File: config.mk
export PLATFORM = sky130hd
export DESIGN_NAME = rf_req_encoder_flat
export DESIGN_NICKNAME = d
export VERILOG_FILES = /design/src/rtl/rf_req_encoder_pkg.sv /design/src/rtl/rf_req_encoder_if.sv /design/src/rtl/rf_req_encoder_rr_pick.sv /design/src/rtl/rf_req_encoder.sv /design/src/flat_wrapper.sv
export SDC_FILE = /design/constraint.sdc
export NUM_CORES = 1
export LEC_CHECK = 0
export ABC_AREA = 1
export BUFFER_PORTS_ARGS = -buffer_cell sky130_fd_sc_hd__buf_4
export CORE_MARGIN = 5
export CORE_UTILIZATION = 30
export DETAILED_ROUTE_END_ITERATION = 12
export PLACE_DENSITY_LB_ADDON = 0.3
export RECOVER_POWER = 25
export SLEW_MARGIN = 20
export SYNTH_ARGS = -nofsm -noshare
export SYNTH_HDL_FRONTEND = slang
export SYNTH_SLANG_ARGS = --single-unit
export TNS_END_PERCENT = 30
File: constraint.sdc
create_clock -name clk -period 7.9 [get_ports clk]
set_input_delay 0.395 -clock clk [delete_from_list [all_inputs] [get_ports clk]]
set_output_delay 0.395 -clock clk [all_outputs]
set_load 0.05 [all_outputs]
File: src/rtl/rf_req_encoder_pkg.sv
// Shared register-file package: address/vector widths and types used by the
// request encoder, the write decoder and the register file itself.
package rf_pkg;

  localparam int RF_BITS = 5;
  localparam int RF_REGS = 2 ** RF_BITS;

  typedef logic [RF_BITS-1:0] rf_addr_t;
  typedef logic [RF_REGS-1:0] rf_vec_t;

endpackage : rf_pkg

File: src/rtl/rf_req_encoder_if.sv
// Request/issue bus of the register request encoder.
// master: request source plus address consumer; slave: the encoder.
interface rf_req_encoder_if
  import rf_pkg::*;
#(
  parameter int BITS = RF_BITS
);

  logic                 flush;
  logic                 req_valid;
  logic [2**BITS-1:0]   req_vec;
  logic                 out_valid;
  logic [BITS-1:0]      out_addr;
  logic                 out_ready;
  logic [2**BITS-1:0]   pending;
  logic                 busy;

  modport master (
    output flush,
    output req_valid,
    output req_vec,
    output out_ready,
    input  out_valid,
    input  out_addr,
    input  pending,
    input  busy
  );

  modport slave (
    input  flush,
    input  req_valid,
    input  req_vec,
    input  out_ready,
    output out_valid,
    output out_addr,
    output pending,
    output busy
  );

endinterface : rf_req_encoder_if

File: src/rtl/rf_req_encoder_rr_pick.sv
// Round-robin picker: rotate the vector so that i_ptr lands at bit 0, take the
// lowest set bit, then add i_ptr back. Purely combinational; also intended for
// the read-port arbiter.
module rr_pick
  import rf_pkg::*;
#(
  parameter int Bits = RF_BITS
) (
  input  logic [2**Bits-1:0] i_vec,
  input  logic [Bits-1:0]    i_ptr,
  output logic [Bits-1:0]    o_idx,
  output logic               o_found
);

  localparam int N = 2 ** Bits;

  logic [2*N-1:0] w_dbl;
  logic [N-1:0]   w_rot;
  logic [Bits-1:0] w_off;

  assign w_dbl = {i_vec, i_vec} >> i_ptr;
  assign w_rot = w_dbl[N-1:0];

  // Lowest set bit of the rotated vector (descending loop so the lowest wins).
  always_comb begin
    w_off = '0;
    for (int i = N - 1; i >= 0; i--) begin
      if (w_rot[i]) w_off = i[Bits-1:0];
    end
  end

  // Un-rotate; wraps naturally because the register count is a power of two.
  assign o_idx   = w_off + i_ptr;
  assign o_found = |i_vec;

endmodule : rr_pick

File: src/rtl/rf_req_encoder.sv
// Register request encoder: accumulates per-register request bits into a
// sticky pending set and issues them one address per cycle over a
// valid/ready handshake, round-robin from the last issued address.
// Optional build macro RF_ZERO_MASK_EN: register 0 is hardwired zero and is
// never accepted into the pending set.
module rf_req_encoder
  import rf_pkg::*;
#(
  parameter int Bits = RF_BITS
) (
  input  logic               clk,
  input  logic               rst_n,
  rf_req_encoder_if.slave    bus
);

  localparam int N = 2 ** Bits;

`ifdef RF_ZERO_MASK_EN
  localparam logic [N-1:0] ReqMask = {{(N-1){1'b1}}, 1'b0};
`else
  localparam logic [N-1:0] ReqMask = {N{1'b1}};
`endif

  logic [N-1:0]    r_pending;
  logic            r_out_valid;
  logic [Bits-1:0] r_out_addr;
  logic [Bits-1:0] r_rr_ptr;

  logic            w_fire;
  logic            w_load;
  logic [Bits-1:0] w_pick;
  logic            w_pick_valid;
  logic            w_issue;
  logic [N-1:0]    w_clear_mask;
  logic [N-1:0]    w_req_in;

  rr_pick #(.Bits(Bits)) u_rr_pick (
    .i_vec   (r_pending),
    .i_ptr   (r_rr_ptr),
    .o_idx   (w_pick),
    .o_found (w_pick_valid)
  );

  assign w_fire  = r_out_valid & bus.out_ready;
  assign w_load  = ~r_out_valid | w_fire;
  assign w_issue = w_load & w_pick_valid;

  // One-hot clear of the address being moved into the output register.
  always_comb begin
    w_clear_mask = '0;
    if (w_issue) w_clear_mask[w_pick] = 1'b1;
  end

  // Incoming requests, qualified and optionally stripped of register 0.
  always_comb begin
    w_req_in = '0;
    if (bus.req_valid) w_req_in = bus.req_vec & ReqMask;
  end

  // Pending set, output stage and round-robin pointer. Set is OR-ed after the
  // clear so a re-request of the issuing bit re-pends it.
  always_ff @(posedge clk or negedge rst_n) begin
    if (!rst_n) begin
      r_pending   <= '0;
      r_out_valid <= 1'b0;
      r_out_addr  <= '0;
      r_rr_ptr    <= '0;
    end else if (bus.flush) begin
      r_pending   <= '0;
      r_out_valid <= 1'b0;
    end else begin
      r_pending <= (r_pending & ~w_clear_mask) | w_req_in;
      if (w_load) begin
        if (w_pick_valid) begin
          r_out_addr  <= w_pick;
          r_out_valid <= 1'b1;
          r_rr_ptr    <= w_pick + 1'b1;
        end else begin
          r_out_valid <= 1'b0;
        end
      end
    end
  end

  assign bus.out_valid = r_out_valid;
  assign bus.out_addr  = r_out_addr;
  assign bus.pending   = r_pending;
  assign bus.busy      = (|r_pending) | r_out_valid;

endmodule : rf_req_encoder

File: src/flat_wrapper.sv
// flat-port wrapper written by rule: the top's interface ports become plain ports
module rf_req_encoder_flat import rf_pkg::*;
#(
  parameter int Bits = RF_BITS
)
  (clk, rst_n, bus_flush, bus_req_valid, bus_req_vec, bus_out_ready, bus_out_valid, bus_out_addr, bus_pending, bus_busy);
  rf_req_encoder_if bus_i ();
  input  logic clk;
  input  logic rst_n;
  input wire logic [$bits(bus_i.flush)-1:0] bus_flush;
  input wire logic [$bits(bus_i.req_valid)-1:0] bus_req_valid;
  input wire logic [$bits(bus_i.req_vec)-1:0] bus_req_vec;
  input wire logic [$bits(bus_i.out_ready)-1:0] bus_out_ready;
  output wire logic [$bits(bus_i.out_valid)-1:0] bus_out_valid;
  output wire logic [$bits(bus_i.out_addr)-1:0] bus_out_addr;
  output wire logic [$bits(bus_i.pending)-1:0] bus_pending;
  output wire logic [$bits(bus_i.busy)-1:0] bus_busy;
  assign bus_i.flush = bus_flush;
  assign bus_i.req_valid = bus_req_valid;
  assign bus_i.req_vec = bus_req_vec;
  assign bus_i.out_ready = bus_out_ready;
  assign bus_out_valid = bus_i.out_valid;
  assign bus_out_addr = bus_i.out_addr;
  assign bus_pending = bus_i.pending;
  assign bus_busy = bus_i.busy;
  rf_req_encoder #(.Bits(Bits)) u_core (.clk(clk), .rst_n(rst_n), .bus(bus_i));
endmodule
==> impl_metrics.toml, run 1 <==
[yosys]
synth_common_cells = "nand2_1, nand3_1, inv_1, dfrtp_1, a21oi_1"
synth_edf_count = 0
yosysMostFrequentCell = "nand2_1"
seq_area_frac_synth_pct = 24.1
synth_cell_types = 45
yosysWarnings = 0
synth_area_sq_um = 4460
syn-num-nets = 786
synth_area_leaders = "dfrtp_1, nand2_1, nand3_1"
synthCells = 740
syn_area_per_cell_sq_um = 6.03
synth.top_cell.area_share_pct = 24.1
async_flop_share_pct = 100
yosys.area.top_type = "dfrtp_1"
ys_seq_elements = 43
ys.flop_type = "dfrtp_1"

[final_layout]
final_cell_area_sq_um = 5220
final_net_count = 834
n_antenna_cell = 0
drive_gt1_share_pct = 14.4
area_growth_pct = 17.0

[place]
placed_area_sq_um = 5080
port_buffers = 75
gp_congestion = 0.860
dpl.hpwl_mm = 11.8

[timing]
rsz0062_at_grt = "no"
fmax_ghz = 0.186
fin_skew_ns = 0.00299
worst_pin_slew_ns = 2.38
hold_viol = 0
relSlewSlack_pct = -58.8
final.setup.tns_ns = 0
fin_crit_ns = 5.37
timing.final.crit_share_pct = 68.0
slew_viol_final = 44
setup_viol = 0

[setup_path]
critPathLaunchType = "flip-flop"
cp_common_cell = "nand2_1"
cp-startpoint = "u_core.r_rr_ptr[0]"
crit_family = "simple AND/OR/NAND/NOR gates"
slowest_delay_ns = 0.64
critPathRequiredTime_ns = 8.06
crit_path_max_fanout = 21
crit_path_end_kind = "flip-flop"
path_buf_inv = 2
reg2reg_from = "u_core.r_rr_ptr[0]"
worstSetupPathType = "reg2reg"
worst_path_max_delay_cell = "dfrtp_1"
rrSetupSlack_ns = 2.53
cp_data_arrival_time_ns = 5.52
r2r_cells = 47
worstReg2RegEnd = "u_core.bus.pending[0]"

[global_routing]
grt_overflow = 0
grt_pass1_wl_mm = 25.0
grt_pass1_vias = 4683
grt_antenna_before_repair = 0
track_usage_pct = 17.3
grt_max_degree = 44

[floorplan]
fp.dieW_microns = 132
die_h_microns = 132
core.rowCount = 44
die_area_sq_um = 17400
core_area_sq_um = 14500
floorplan.initialDensity_pct = 30.7
io_pins = 76

[min_path]
min_to = "u_core.bus.out_valid"
min_path_type = "in2reg"
hold_depth = 2
min_from = "bus_out_ready"

[routing]
final_antenna_net_count = 0
via_per_inst = 5.16
finalWirelength_mm = 15.3
drc = 0
wl_per_cell_microns = 15.7
dr_total_vias = 5020
drt_iter0_drc = 398
dr.pass1.iters = 6

[clocking]
numCtsBuffers = 5
clock-sinks = 43
clock-root-buffer = "clkbuf_16"
htreeDepth = 2
clk-insertion-delay-late_ns = 0.29
path_clk_slew_ns = 0.06
ctsHoldBuffers = 0
cts_resized = 0
clock_path_buffers = 2
cts_tree = "yes"
cts_setup_buffers = 0

[run]
cap_violations = 1

[outcome]
status = "finished with violations"
violations = "capacitance limit, slew limit"
==> flip-flops by register name (all words and copies together), names as in the netlist <==
register	count
u_core.bus.pending	32
u_core.bus.out_valid	1
u_core.bus.out_addr	5
u_core.r_rr_ptr	5
==> kinds of logic after synthesis <==
group / share of synthesized area, %
AOI/OAI and AO/OA: 18.0
xor gates and xnor gates: 0.982
adders and majority gates: 2.69
buffers and inverters: 9.79
DFF: 24.1
muxes: 0.449
and+or+nand+nor: 43.9
==> how the worst max path moves through the flow <==
stage,end,slack (ns),cells past startpoint
floorplan,u_core.bus.pending[15],3.36,49
global placement,u_core.r_rr_ptr[4],2.60,31
detailed placement,u_core.bus.pending[0],2.57,47
CTS,u_core.bus.pending[0],2.57,47
global route,u_core.bus.pending[2],1.85,49
finish,u_core.bus.pending[0],2.53,47
==> metrics by stage <==
step / utilization [%] / std cells / hold WS [ns] / worst slack (ns)
final: 35.9 / 973 / 0.292 / 2.53
after global placement: 34.9 / 965 / 0.425 / 2.60
after CTS: 35.9 / 973 / 0.114 / 2.57
after detailed placement: 34.9 / 965 / 0.428 / 2.57
after global routing: 35.9 / 973 / 0.297 / 1.85
after floorplan: - / 740 / 0.0994 / 3.36
==> layout by cell type, fill, tap and decap left out, types with 2 or more instances in the layout <==
cell / synthesis / layout
clkbuf_16: 0 / 5
nand3_1: 138 / 138
clkinv_2: 1 / 2
or4_1: 2 / 2
o21ai_1: 34 / 34
nor3_1: 3 / 3
clkinvlp_4: 0 / 2
nor2_1: 26 / 26
xor2_1: 4 / 4
o21ai_2: 4 / 4
inv_1: 47 / 47
nor4_1: 7 / 7
o21ai_0: 32 / 32
a31oi_1: 9 / 9
o21a_1: 13 / 13
nor2_4: 2 / 2
nand2_2: 6 / 6
ha_1: 8 / 8
a21boi_0: 2 / 2
nand3_2: 3 / 3
dfrtp_1: 43 / 43
inv_2: 2 / 2
mux2i_1: 2 / 2
clkinv_1: 3 / 3
a21oi_1: 38 / 38
buf_4: 4 / 81
nand2_1: 254 / 254
==> cell type report <==
type / count / area (sq um)
Timing Repair Buffer: 82 / 612
Multi-Input combinational cell: 602 / 2950
Inverter: 54 / 206
Clock inverter: 3 / 20.0
Sequential cell: 43 / 1080
Clock buffer: 5 / 125
Fill cell: 1626 / 9320
Tap cell: 184 / 230
==> metal layers <==
layer / up-vias / global-route usage (%) / share of wire (%)
li1: 2570 / - / -
met1: 2264 / 25.1 / 48
met2: 163 / 26.7 / 44
met3: 23 / 2.48 / 5.3
met4: 0 / 5.03 / 2.3
met5: - / 0 / 0
Power of run 1 is left out: the tool's default activity adds up to more than one toggle a clock period on the data nets, which glitch-free logic cannot reach.
==> run 2, diff against run 1 <==
- clock period: 7.9 -> 4.9 ns (I/O delays scaled with it)
==> run 2 against run 1 <==
Against the previous run:
- the run ends with capacitance limit, slew limit, setup timing left
- highest routed layer unchanged
- worst hold slack lost 0.15 ns
- critical endpoint is now u_core.bus.pending[15]
- non-clock buffer count grew 66
- critical path type unchanged
- register-to-register slack lost 2.6 ns
==> impl_metrics.toml, run 2 (synthesis results as in run 1) <==
[outcome]
status = "finished with violations"
violations = "capacitance limit, slew limit, setup timing"

[clocking]
clock-sinks = 43
cts_tree = "yes"
clock-root-buffer = "clkbuf_16"
numCtsBuffers = 5
htreeDepth = 2
clock_path_buffers = 2
clk-insertion-delay-late_ns = 0.29
path_clk_slew_ns = 0.06

[global_routing]
grt_max_degree = 44
grt_pass1_vias = 4883
grt_util_met3_pct = 1.72
grt-busiest-layer = "met2"
met1_usage_pct = 25.5
use_met2_pct = 27.9
grt_pass1_wl_mm = 25.5
grt_overflow = 0
track_usage_pct = 17.6
grt_antenna_before_repair = 0

[floorplan]
die_h_microns = 132
io_pins = 76
fp.dieW_microns = 132
core_area_sq_um = 14500
floorplan.initialDensity_pct = 30.7
core.rowCount = 44
die_area_sq_um = 17400

[timing]
hold_viol = 0
fin_crit_ns = 4.97
final.setup.tns_ns = -0.776
setup_viol = 25
slew_viol_final = 44
fin_skew_ns = 0.00499
relSlewSlack_pct = -54.5
fmax_ghz = 0.201
rsz0062_at_grt = "yes"
worst_pin_slew_ns = 2.32
timing.final.crit_share_pct = 101
fin_ws_ns = -0.0682

[min_path]
hold_depth = 2
min_path_type = "in2reg"

[place]
dp_cells = 1020
dpl.hpwl_mm = 12.6
gp_congestion = 0.876
pre_cts_ws_ns = -0.105
port_buffers = 75

[setup_path]
worst_path_max_delay_cell = "dfrtp_2"
crit_path_max_fanout = 8
crit_path_end_kind = "flip-flop"
slowest_delay_ns = 0.43
cp_data_arrival_time_ns = 5.13
critPathRequiredTime_ns = 5.06
critPathLaunchType = "flip-flop"
r2r_cells = 45
cp_common_cell = "nand2_1"
worstSetupPathType = "reg2reg"

[final_layout]
final_net_count = 900
utilization_pct = 43.4
layout_common_cells = "nand2_1, buf_4, nand3_1"
finalNonFillerCells = 1039
final_common_cell = "nand2_1"
largest_reg_flops = 32
n_antenna_cell = 0
area_growth_pct = 41.5
drive_gt1_share_pct = 32.3

[routing]
wl_per_cell_microns = 15.6
dr_total_vias = 5312
dr.pass1.iters = 4
finalWirelength_mm = 16.2
via_per_inst = 5.11
drc = 0
drt_iter0_drc = 269
final_antenna_net_count = 0

[run]
cap_violations = 1
## run 2: cell count changes in the layout (fill, tap and decap cells not counted), sizes merged
cell | previous run | this run
buf | 81 | 144
clkbuf | 6 | 8
clkinv | 5 | 6
dlygate4sd3 | 0 | 1
inv | 50 | 49
## run 2: timing repair
item | in CTS | in global routing
endpoints found under the setup margin | 32 | 38
endpoints found under the hold margin | 43 | 0
pin swaps | 0 | 34
setup buffers | 0 | 7
hold buffers | 1 | 0
cloned | 0 | 3
resized for setup | 7 | 124
## run 2: layout make-up
class,count,area (sq um)
clock buffers,5,125
clock inverters,3,20.0
fillers,1579,8220
inverters,54,218
multi-input cells,602,3380
flip-flops and latches,43,1080
well taps,184,230
repair buffers,148,1260
## run 2: per-layer routing
| metal | share of wire, % | wire [microns] |
|---|---|---|
| met5 | 0 | 0 |
| met3 | 5.6 | 902 |
| met4 | 2.0 | 332 |
| met2 | 46 | 7530 |
| met1 | 46 | 7480 |
## run 2: worst paths after layout
kind | start | endpoint | slack [ns]
setup reg to reg | u_core.r_rr_ptr[0] | u_core.bus.pending[15] | -0.07
hold reg to reg | u_core.bus.out_addr[2] | u_core.bus.out_addr[2] | 0.49
setup / recovery | u_core.r_rr_ptr[0] | u_core.bus.pending[15] | -0.07
max in group asynchronous | rst_n | u_core.r_rr_ptr[1] | 2.21
min in group asynchronous | rst_n | u_core.bus.pending[31] | 1.19
hold / removal | bus_out_ready | u_core.bus.out_valid | 0.14
## run 2: through the flow
stage | hold slack (ns) | instance area (sq um)
final | 0.141 | 6310
after global routing | 0.141 | 6310
after floorplan | -0.0506 | 4460
after global placement | 0.270 | 5580
after CTS | 0.136 | 5750
after detailed placement | 0.271 | 5580
## run 2: critical path, delay by kind of cell (launching register included)
| kind | cells | cell delay [ns] |
|---|---|---|
| compound gates | 7 | 1.13 |
| xor+xnor | 1 | 0.15 |
| fa+ha+maj | 2 | 0.57 |
| buf+inv | 4 | 0.42 |
| flops | 1 | 0.43 |
| simple gates | 31 | 2.17 |
Power of run 2 is left out for the same reason.
